--- src/rtl/eviction_plru_if.sv ---
// Bus bundle between the PLRU replacement unit and the lookup stage and cache controller.
interface eviction_plru_if #(
  parameter int NUM_WAYS = 4
);
  logic                lookupValid;
  logic                hit;
  logic                miss;
  logic [NUM_WAYS-1:0] hitWay;
  logic                victimReq;
  logic                victimValid;
  logic [NUM_WAYS-1:0] victimWay;
  logic                fillDone;
  logic                invalidate;
  logic [NUM_WAYS-1:0] invalidateWay;
  logic                allValid;
  logic                protocolError;

  modport master (
    output lookupValid, hit, miss, hitWay, victimReq, fillDone, invalidate, invalidateWay,
    input  victimValid, victimWay, allValid, protocolError
  );

  modport slave (
    input  lookupValid, hit, miss, hitWay, victimReq, fillDone, invalidate, invalidateWay,
    output victimValid, victimWay, allValid, protocolError
  );
endinterface

--- src/rtl/eviction_plru.sv ---
// Tree pseudo-LRU victim selection with per-way valid bits for a fully associative cache.
// Handshake: victimReq is taken only in IDLE; victimWay/victimValid then hold until fillDone closes the HOLD.
module eviction_plru #(
  parameter int NUM_WAYS = 4
) (
  input logic            clk,
  input logic            rst,
  eviction_plru_if.slave bus
);
  localparam int TREE_BITS = NUM_WAYS - 1;
  localparam int IDX_W     = $clog2(NUM_WAYS);

  typedef enum logic {IDLE, HOLD} state_t;

  state_t              state_q, state_n;
  logic [TREE_BITS-1:0] tree_q, tree_n;
  logic [NUM_WAYS-1:0]  valid_q, valid_n;
  logic [NUM_WAYS-1:0]  victim_q, victim_n;
  logic                 perr_q, perr_n;
  logic                 hit_ok;
  logic                 fill;

  function automatic logic is_onehot(input logic [NUM_WAYS-1:0] x);
    return (x != '0) && ((x & (x - NUM_WAYS'(1))) == '0);
  endfunction

  function automatic logic [IDX_W-1:0] encode(input logic [NUM_WAYS-1:0] x);
    logic [IDX_W-1:0] idx;
    idx = '0;
    for (int i = 0; i < NUM_WAYS; i++)
      if (x[i]) idx = IDX_W'(i);
    return idx;
  endfunction

  // Walking down from the root, each node on the path is pointed at the other half.
  function automatic logic [TREE_BITS-1:0] touch(input logic [TREE_BITS-1:0] t,
                                                 input logic [IDX_W-1:0] w);
    logic [TREE_BITS-1:0] r;
    logic                 b;
    int                   node;
    r    = t;
    node = 0;
    for (int l = 0; l < IDX_W; l++) begin
      b       = w[IDX_W-1-l];
      r[node] = ~b;
      node    = 2 * node + 1 + (b ? 1 : 0);
    end
    return r;
  endfunction

  function automatic logic [IDX_W-1:0] tree_walk(input logic [TREE_BITS-1:0] t);
    logic [IDX_W-1:0] idx;
    logic             b;
    int               node;
    idx  = '0;
    node = 0;
    for (int l = 0; l < IDX_W; l++) begin
      b                = t[node];
      idx[IDX_W-1-l]   = b;
      node             = 2 * node + 1 + (b ? 1 : 0);
    end
    return idx;
  endfunction

  function automatic logic [IDX_W-1:0] first_invalid(input logic [NUM_WAYS-1:0] v);
    logic [IDX_W-1:0] idx;
    idx = '0;
    for (int i = NUM_WAYS - 1; i >= 0; i--)
      if (!v[i]) idx = IDX_W'(i);
    return idx;
  endfunction

  always_comb begin
    state_n  = state_q;
    tree_n   = tree_q;
    valid_n  = valid_q;
    victim_n = victim_q;
    perr_n   = bus.lookupValid && bus.hit && (bus.miss || !is_onehot(bus.hitWay));
    hit_ok   = bus.lookupValid && bus.hit && !bus.miss && is_onehot(bus.hitWay);
    fill     = (state_q == HOLD) && bus.fillDone;

    if (bus.invalidate && is_onehot(bus.invalidateWay))
      valid_n = valid_n & ~bus.invalidateWay;

    // Fill is applied before the hit so the hit owns any shared nodes.
    if (fill) begin
      valid_n = valid_n | victim_q;
      tree_n  = touch(tree_n, encode(victim_q));
    end
    if (hit_ok)
      tree_n = touch(tree_n, encode(bus.hitWay));

    case (state_q)
      IDLE: begin
        if (bus.victimReq) begin
          state_n  = HOLD;
          victim_n = NUM_WAYS'(1) << ((&valid_q) ? tree_walk(tree_q) : first_invalid(valid_q));
        end
      end
      HOLD: begin
        if (bus.fillDone) begin
          state_n  = IDLE;
          victim_n = '0;
        end
      end
      default: state_n = IDLE;
    endcase
  end

  always_ff @(posedge clk or posedge rst) begin
    if (rst) begin
      state_q  <= IDLE;
      tree_q   <= '0;
      valid_q  <= '0;
      victim_q <= '0;
      perr_q   <= 1'b0;
    end else begin
      state_q  <= state_n;
      tree_q   <= tree_n;
      valid_q  <= valid_n;
      victim_q <= victim_n;
      perr_q   <= perr_n;
    end
  end

  assign bus.victimValid   = (state_q == HOLD);
  assign bus.victimWay     = victim_q;
  assign bus.allValid      = &valid_q;
  assign bus.protocolError = perr_q;
endmodule

--- src/flat_wrapper.sv ---
// flat-port wrapper written by rule: the top's interface ports become plain ports
module eviction_plru_flat 
#(
  parameter int NUM_WAYS = 4
)
  (clk, rst, bus_lookupValid, bus_hit, bus_miss, bus_hitWay, bus_victimReq, bus_fillDone, bus_invalidate, bus_invalidateWay, bus_victimValid, bus_victimWay, bus_allValid, bus_protocolError);
  eviction_plru_if #(.NUM_WAYS(NUM_WAYS)) bus_i ();
  input logic clk;
  input logic rst;
  input wire logic [$bits(bus_i.lookupValid)-1:0] bus_lookupValid;
  input wire logic [$bits(bus_i.hit)-1:0] bus_hit;
  input wire logic [$bits(bus_i.miss)-1:0] bus_miss;
  input wire logic [$bits(bus_i.hitWay)-1:0] bus_hitWay;
  input wire logic [$bits(bus_i.victimReq)-1:0] bus_victimReq;
  input wire logic [$bits(bus_i.fillDone)-1:0] bus_fillDone;
  input wire logic [$bits(bus_i.invalidate)-1:0] bus_invalidate;
  input wire logic [$bits(bus_i.invalidateWay)-1:0] bus_invalidateWay;
  output wire logic [$bits(bus_i.victimValid)-1:0] bus_victimValid;
  output wire logic [$bits(bus_i.victimWay)-1:0] bus_victimWay;
  output wire logic [$bits(bus_i.allValid)-1:0] bus_allValid;
  output wire logic [$bits(bus_i.protocolError)-1:0] bus_protocolError;
  assign bus_i.lookupValid = bus_lookupValid;
  assign bus_i.hit = bus_hit;
  assign bus_i.miss = bus_miss;
  assign bus_i.hitWay = bus_hitWay;
  assign bus_i.victimReq = bus_victimReq;
  assign bus_i.fillDone = bus_fillDone;
  assign bus_i.invalidate = bus_invalidate;
  assign bus_i.invalidateWay = bus_invalidateWay;
  assign bus_victimValid = bus_i.victimValid;
  assign bus_victimWay = bus_i.victimWay;
  assign bus_allValid = bus_i.allValid;
  assign bus_protocolError = bus_i.protocolError;
  eviction_plru #(.NUM_WAYS(NUM_WAYS)) u_core (.clk(clk), .rst(rst), .bus(bus_i));
endmodule
--- config.mk ---
export PLATFORM = sky130hd
export DESIGN_NAME = eviction_plru_flat
export DESIGN_NICKNAME = d
export VERILOG_FILES = /design/src/rtl/eviction_plru_if.sv /design/src/rtl/eviction_plru.sv /design/src/flat_wrapper.sv
export SDC_FILE = /design/constraint.sdc
export NUM_CORES = 1
export LEC_CHECK = 0
export CORE_AREA = 4 4 44 46
export CTS_BUF_LIST = sky130_fd_sc_hd__clkbuf_16
export CTS_CLUSTER_DIAMETER = 150
export DETAILED_ROUTE_END_ITERATION = 8
export DIE_AREA = 0 0 48 50
export PLACE_DENSITY = 0.79
export SLEW_MARGIN = 30
export SYNTH_ARGS = -nofsm -noshare
export SYNTH_HDL_FRONTEND = slang
export SYNTH_SLANG_ARGS = --single-unit
--- constraint.sdc ---
create_clock -name clk -period 2.5 [get_ports clk]
set_clock_uncertainty 0.05 [all_clocks]
set_input_delay 0.75 -clock clk [delete_from_list [all_inputs] [get_ports clk]]
set_output_delay 0.75 -clock clk [all_outputs]
set_load 0.1 [all_outputs]
Word-level counts from Yosys, hierarchy flattened
Index checks and enable logic that the tools add are counted.

Bits in latches: 0. Flip-flop bits (word level): 13. Memory bits (writable): 0. ROM bits: 0. Memories kept: 0. Bits of input ports: 16. Output and inout bits: 7.

Div/mod/pow operators: 0. Bitwise operators: 10. Muxes and demuxes: 37. Reductions and logical operators: 20. $mul: 0. $lt $le $gt $ge: 5. Equal/unequal tests: 2. Shifts and indexed selects: 1. Add/subtract/negate cells: 5.

Operator list (number): $add 2x32->32 const A (3); $lt 32x4->1 const B (3); $ge 32x1->1 const B (2); $mux 2 (13); $mux 4 (4); $and 4x4->4 (3); $mux 1 (11); $logic_and 1x1->1 (10); $logic_not 4->1 (2); $pmux 4 s2 (1); $reduce_bool 4->1 (2); $sub 4x1->4 const B (2); $bwmux 3 (2); $mux 3 (2); $not 1->1 (5); $demux 1 s2 (2); $ne 2x2->1 const B (2); $not 4->4 (1); $or 4x4->4 (1); $reduce_and 4->1 (1); $shl 1x2->4 const A (1); $bmux 1 s2 (1); $logic_not 1->1 (2); $pmux 1 s2 (1); 3 further kinds (3).

Depth between registers and ports, before layout
Depth in word-level cells: 14. Gate-level depth with buffers: 5. Gate-level depth less buffers: 4.

Worst setup path after synthesis
No wires, ideal clock.

Path type: register -> output. Start: register u_core.valid_q[1]. End: output bus_allValid. Cell stages (with the launch flop): 3. Arrival: 1.683 ns. Slack: 0.017 ns. Cell sequence: dfrtp_1 > nand2_1 > nor2_1.

Longest elaborated chain between the ends: 1.

RTL lines: start: declaration (line eviction_plru.sv:17) `logic [NUM_WAYS-1:0] valid_q, valid_n;`; start signal: assignment (line eviction_plru.sv:120) `valid_q <= valid_n;`; $reduce_and 4->1 (line eviction_plru.sv:128) `assign bus.allValid = &valid_q;`; end: declaration (line flat_wrapper.sv:20) `output wire logic [$bits(bus_i.allValid)-1:0] bus_allValid;`.

No other way between the ends.

Worst setup path after layout
Start: input bus_hitWay[3]. End: register u_core.tree_q[0].

Longest elaborated chain between the ends: 10.

RTL lines: start: declaration (line flat_wrapper.sv:13) `input wire logic [$bits(bus_i.hitWay)-1:0] bus_hitWay;`; $mux 2 (line eviction_plru.sv:31) `if (x[i]) idx = IDX_W'(i);`; $mux 2 (line eviction_plru.sv:90) `if (hit_ok)`; $mux 1 (line eviction_plru.sv:46) `node = 2 * node + 1 + (b ? 1 : 0);`; $add 2x32->32 (line eviction_plru.sv:46); $ge 32x1->1 (implied by the code) / $lt 32x4->1 (equally long branches) (line eviction_plru.sv:45) `r[node] = ~b;`; $logic_and 1x1->1 (implied by the code) (line eviction_plru.sv:45); $mux 1 (implied by the code) (line eviction_plru.sv:45); $demux 1 s2; $bwmux 3 (line eviction_plru.sv:45); $mux 3 (line eviction_plru.sv:90); end signal: assignment (line eviction_plru.sv:119) `tree_q <= tree_n;`; end: declaration (line eviction_plru.sv:16) `logic [TREE_BITS-1:0] tree_q, tree_n;`.

Several ways; a longest one is shown, not always the timed one. The select of a mux whose other input is x is not followed. A chain may end at the register's enable or synchronous reset.

==> impl_metrics.tcl <==
set metrics [dict create \
    outcome "completed" \
    cellPowerDensity_nw_per_um2 1183 \
    core_um2 1506 \
    synth_area_um2 703.2 \
    drc 0 \
    fin_cells 113 \
    cp.arrival_ps 2240 \
    dieArea_um2 2400 \
    synth-seq-cells 13 \
    final_nets 114 \
    dp_hpwl_mm 1.268 \
    clk_path_buf_depth 2 \
    fmax_mhz 460.6 \
    rows 14 \
    max-vdd-ir-drop_mv 0.5892 \
    via_per_inst 5.566 \
    synth_edf_count 0 \
    clock_latency_ps 240 \
    cp-startpoint "bus_hitWay[3]" \
    synth_top_area_frac 0.4626 \
    cp-end-kind "flip-flop" \
    slew_viol_final 0 \
    htreeDepth 1 \
    hold_viol 0 \
    setup_tns_ps 0 \
    critPathTopFamily "simple AND/OR/NAND/NOR gates" \
    clkTransAtPathRegs_ps 50 \
    gr-total-overflow 0 \
    hp-class "reg2reg" \
    synthSimpleGateAreaFrac 0.2224 \
    synth_mux_area_frac 0.04982 \
    path_max_fanout 5 \
    rsz0062_at_grt "no" \
    synth_nets 88 \
    hp-start "u_core.bus.victimWay[0]$_DFFE_PP0P_" \
    drive_gt1_frac 0.1443 \
    r2r_setup_slack_ps 1040 \
    ctsRootBufferMaster "clkbuf_16" \
    critPathRequiredTime_ps 2570 \
    dp_cells 109 \
    dr.pass1.iters 3 \
    slowest_delay_ps 490 \
    grt_pass1_wl_mm 2.470 \
    synth_compound_area_frac 0.2260 \
    avgSynthCellArea_um2 9.766 \
    io_pins 23 \
    period_minus_slack_ps 2171 \
    syn_inst 72 \
    post_cts_resized 0 \
    wl_per_cell_um 14.23 \
    ys.flop_type "dfrtp_1" \
    crit_cells 5 \
    fin_crit_sh 0.8684 \
    wirelength_mm 1.608 \
    area_growth_syn_to_layout_pct 44.13 \
    cts_hold_buf 0 \
    startpoint_type "input port" \
    path_class "in2reg" \
    worst_slew_pin_slew_ps 488.1 \
    p_leak_uw 0.0004482 \
    power.total_uw 1199 \
    drtIter0Drc 7 \
    synth_warnings 0 \
    dpl_worst_slack_ps 89.19 \
    synth.area.top_cells "dfrtp_1 (46%), a22o_1 (5.0%), nand2_1 (4.8%)" \
    reg2reg_depth 4 \
    io_buffers 22 \
    timing.final.ws_setup_ps 329.1 \
    clock_sinks 13 \
    route.vias.total 629 \
    synth_top_area_cell "dfrtp_1" \
    synthAdderAreaFrac 0 \
    synthXorXnorAreaFrac 0.01246 \
    holdPathStages 2 \
    cts-buffers-inserted 3 \
    grt_max_degree 14 \
    synth_seq_area_share 0.4626 \
    die_w_um 48 \
    path_buf_inv 1 \
    antenna_found_initial 0 \
    maxCapViolations 0 \
    relSlewSlack 0.6742 \
    r2r_start "u_core.bus.victimWay[2]$_DFFE_PP0P_" \
    die_h_um 50 \
    track_usage 0.1419 \
    crit_chain "clkdlybuf4s50_1 > nor4b_1 > a211oi_2 > nor2b_2 > mux2_4" \
    synth_cell_types 29 \
    crit_path_top_delay_cell "clkdlybuf4s50_1" \
    cts_tree "yes" \
    diodes 0 \
    floorplan.initialDensity 0.4668 \
    grt_pass1_vias 618 \
    utilization 0.6728 \
    synth-async-reset-ratio 1.000 \
    ant_nets 0 \
    finalSetupViolCount 0 \
    synth_top_family_by_area "compound AO/OA/AOI/OAI gates" \
    gp_congestion 0.7749 \
    cts_setup_buffers 0 \
]
## kinds of logic (layout without fill, tap and decap cells)
kind of cell | Yosys count | after routing
buf+inv | 5 | 30
simple gates | 28 | 28
mux | 3 | 3
compound gates | 22 | 22
xor+xnor | 1 | 1
flops | 13 | 13
## cell type report
class                   count  area, um2
fillers                   134      493.0
multi-input cells          54      359.1
flip-flops and latches     13      325.3
repair buffers             22      215.2
clock buffers               3      75.07
well taps                  16      20.02
inverters                   4      15.01
clock inverters             1      3.754
## sequential cells by signal, indices dropped and copies added, names as in the netlist
register                  cells
u_core.bus.victimValid        1
u_core.bus.victimWay          4
u_core.bus.protocolError      1
u_core.valid_q                4
u_core.tree_q                 3
## worst reg2reg max path, cell delays in order, from the launching register on
cell      delay (ps)
dfrtp_1          430
and4bb_2         350
mux2i_1          230
o21ai_0          120
a21o_1           180
## synthesized netlist by cell type (2+ instances only)
cell type,count
a21o_1,2
mux2i_1,2
a21oi_1,2
nor4b_1,2
a22o_1,4
nand3b_1,2
a31oi_1,2
o21ai_0,6
nor2_1,7
nand2_1,9
dfrtp_1,13
inv_1,4
## metrics by stage
stage	instance area, um2	hold slack, ps
after floorplan	703.2	431.2
after global placement	934.6	454.1
after detailed placement	934.6	467.1
after CTS	1013	476.7
after global routing	1013	498.0
final	1013	457.4
## placed cells by master, fill, tap and decap left out, types with 2 or more instances in the layout
cell type / instances
a21o_1: 2
a21oi_1: 2
clkdlybuf4s50_1: 15
buf_4: 6
a22o_1: 4
nand3b_1: 2
nor4b_1: 2
nand2_1: 9
inv_1: 5
o21ai_0: 6
a31oi_1: 2
nor2_1: 7
dfrtp_1: 13
clkbuf_16: 3
mux2i_1: 2
## layer usage
layer  track usage  part of all wire
met5             0                 0
met2        0.2687              0.53
met1        0.1486              0.41
met3       0.02182             0.057
met4       0.04036                 0
## worst paths after layout
path                                                        to
setup reg to reg                    u_core.tree_q[1]$_DFF_PP0_
setup / recovery                  u_core.tree_q[0]$_DFFE_PP0P_
max in group asynchronous  u_core.bus.victimWay[2]$_DFFE_PP0P_
hold / removal             u_core.bus.victimWay[0]$_DFFE_PP0P_
min in group asynchronous         u_core.tree_q[0]$_DFFE_PP0P_
hold reg to reg            u_core.bus.victimWay[0]$_DFFE_PP0P_
## where the power goes
group	internal [uW]	total, uW	switching [uW]
Clock	210	294	83.1
Sequential	291	365	74.1
Combinational	171	540	369
Total	672	1200	527
Note: power is estimated with default switching activity, not from simulation.
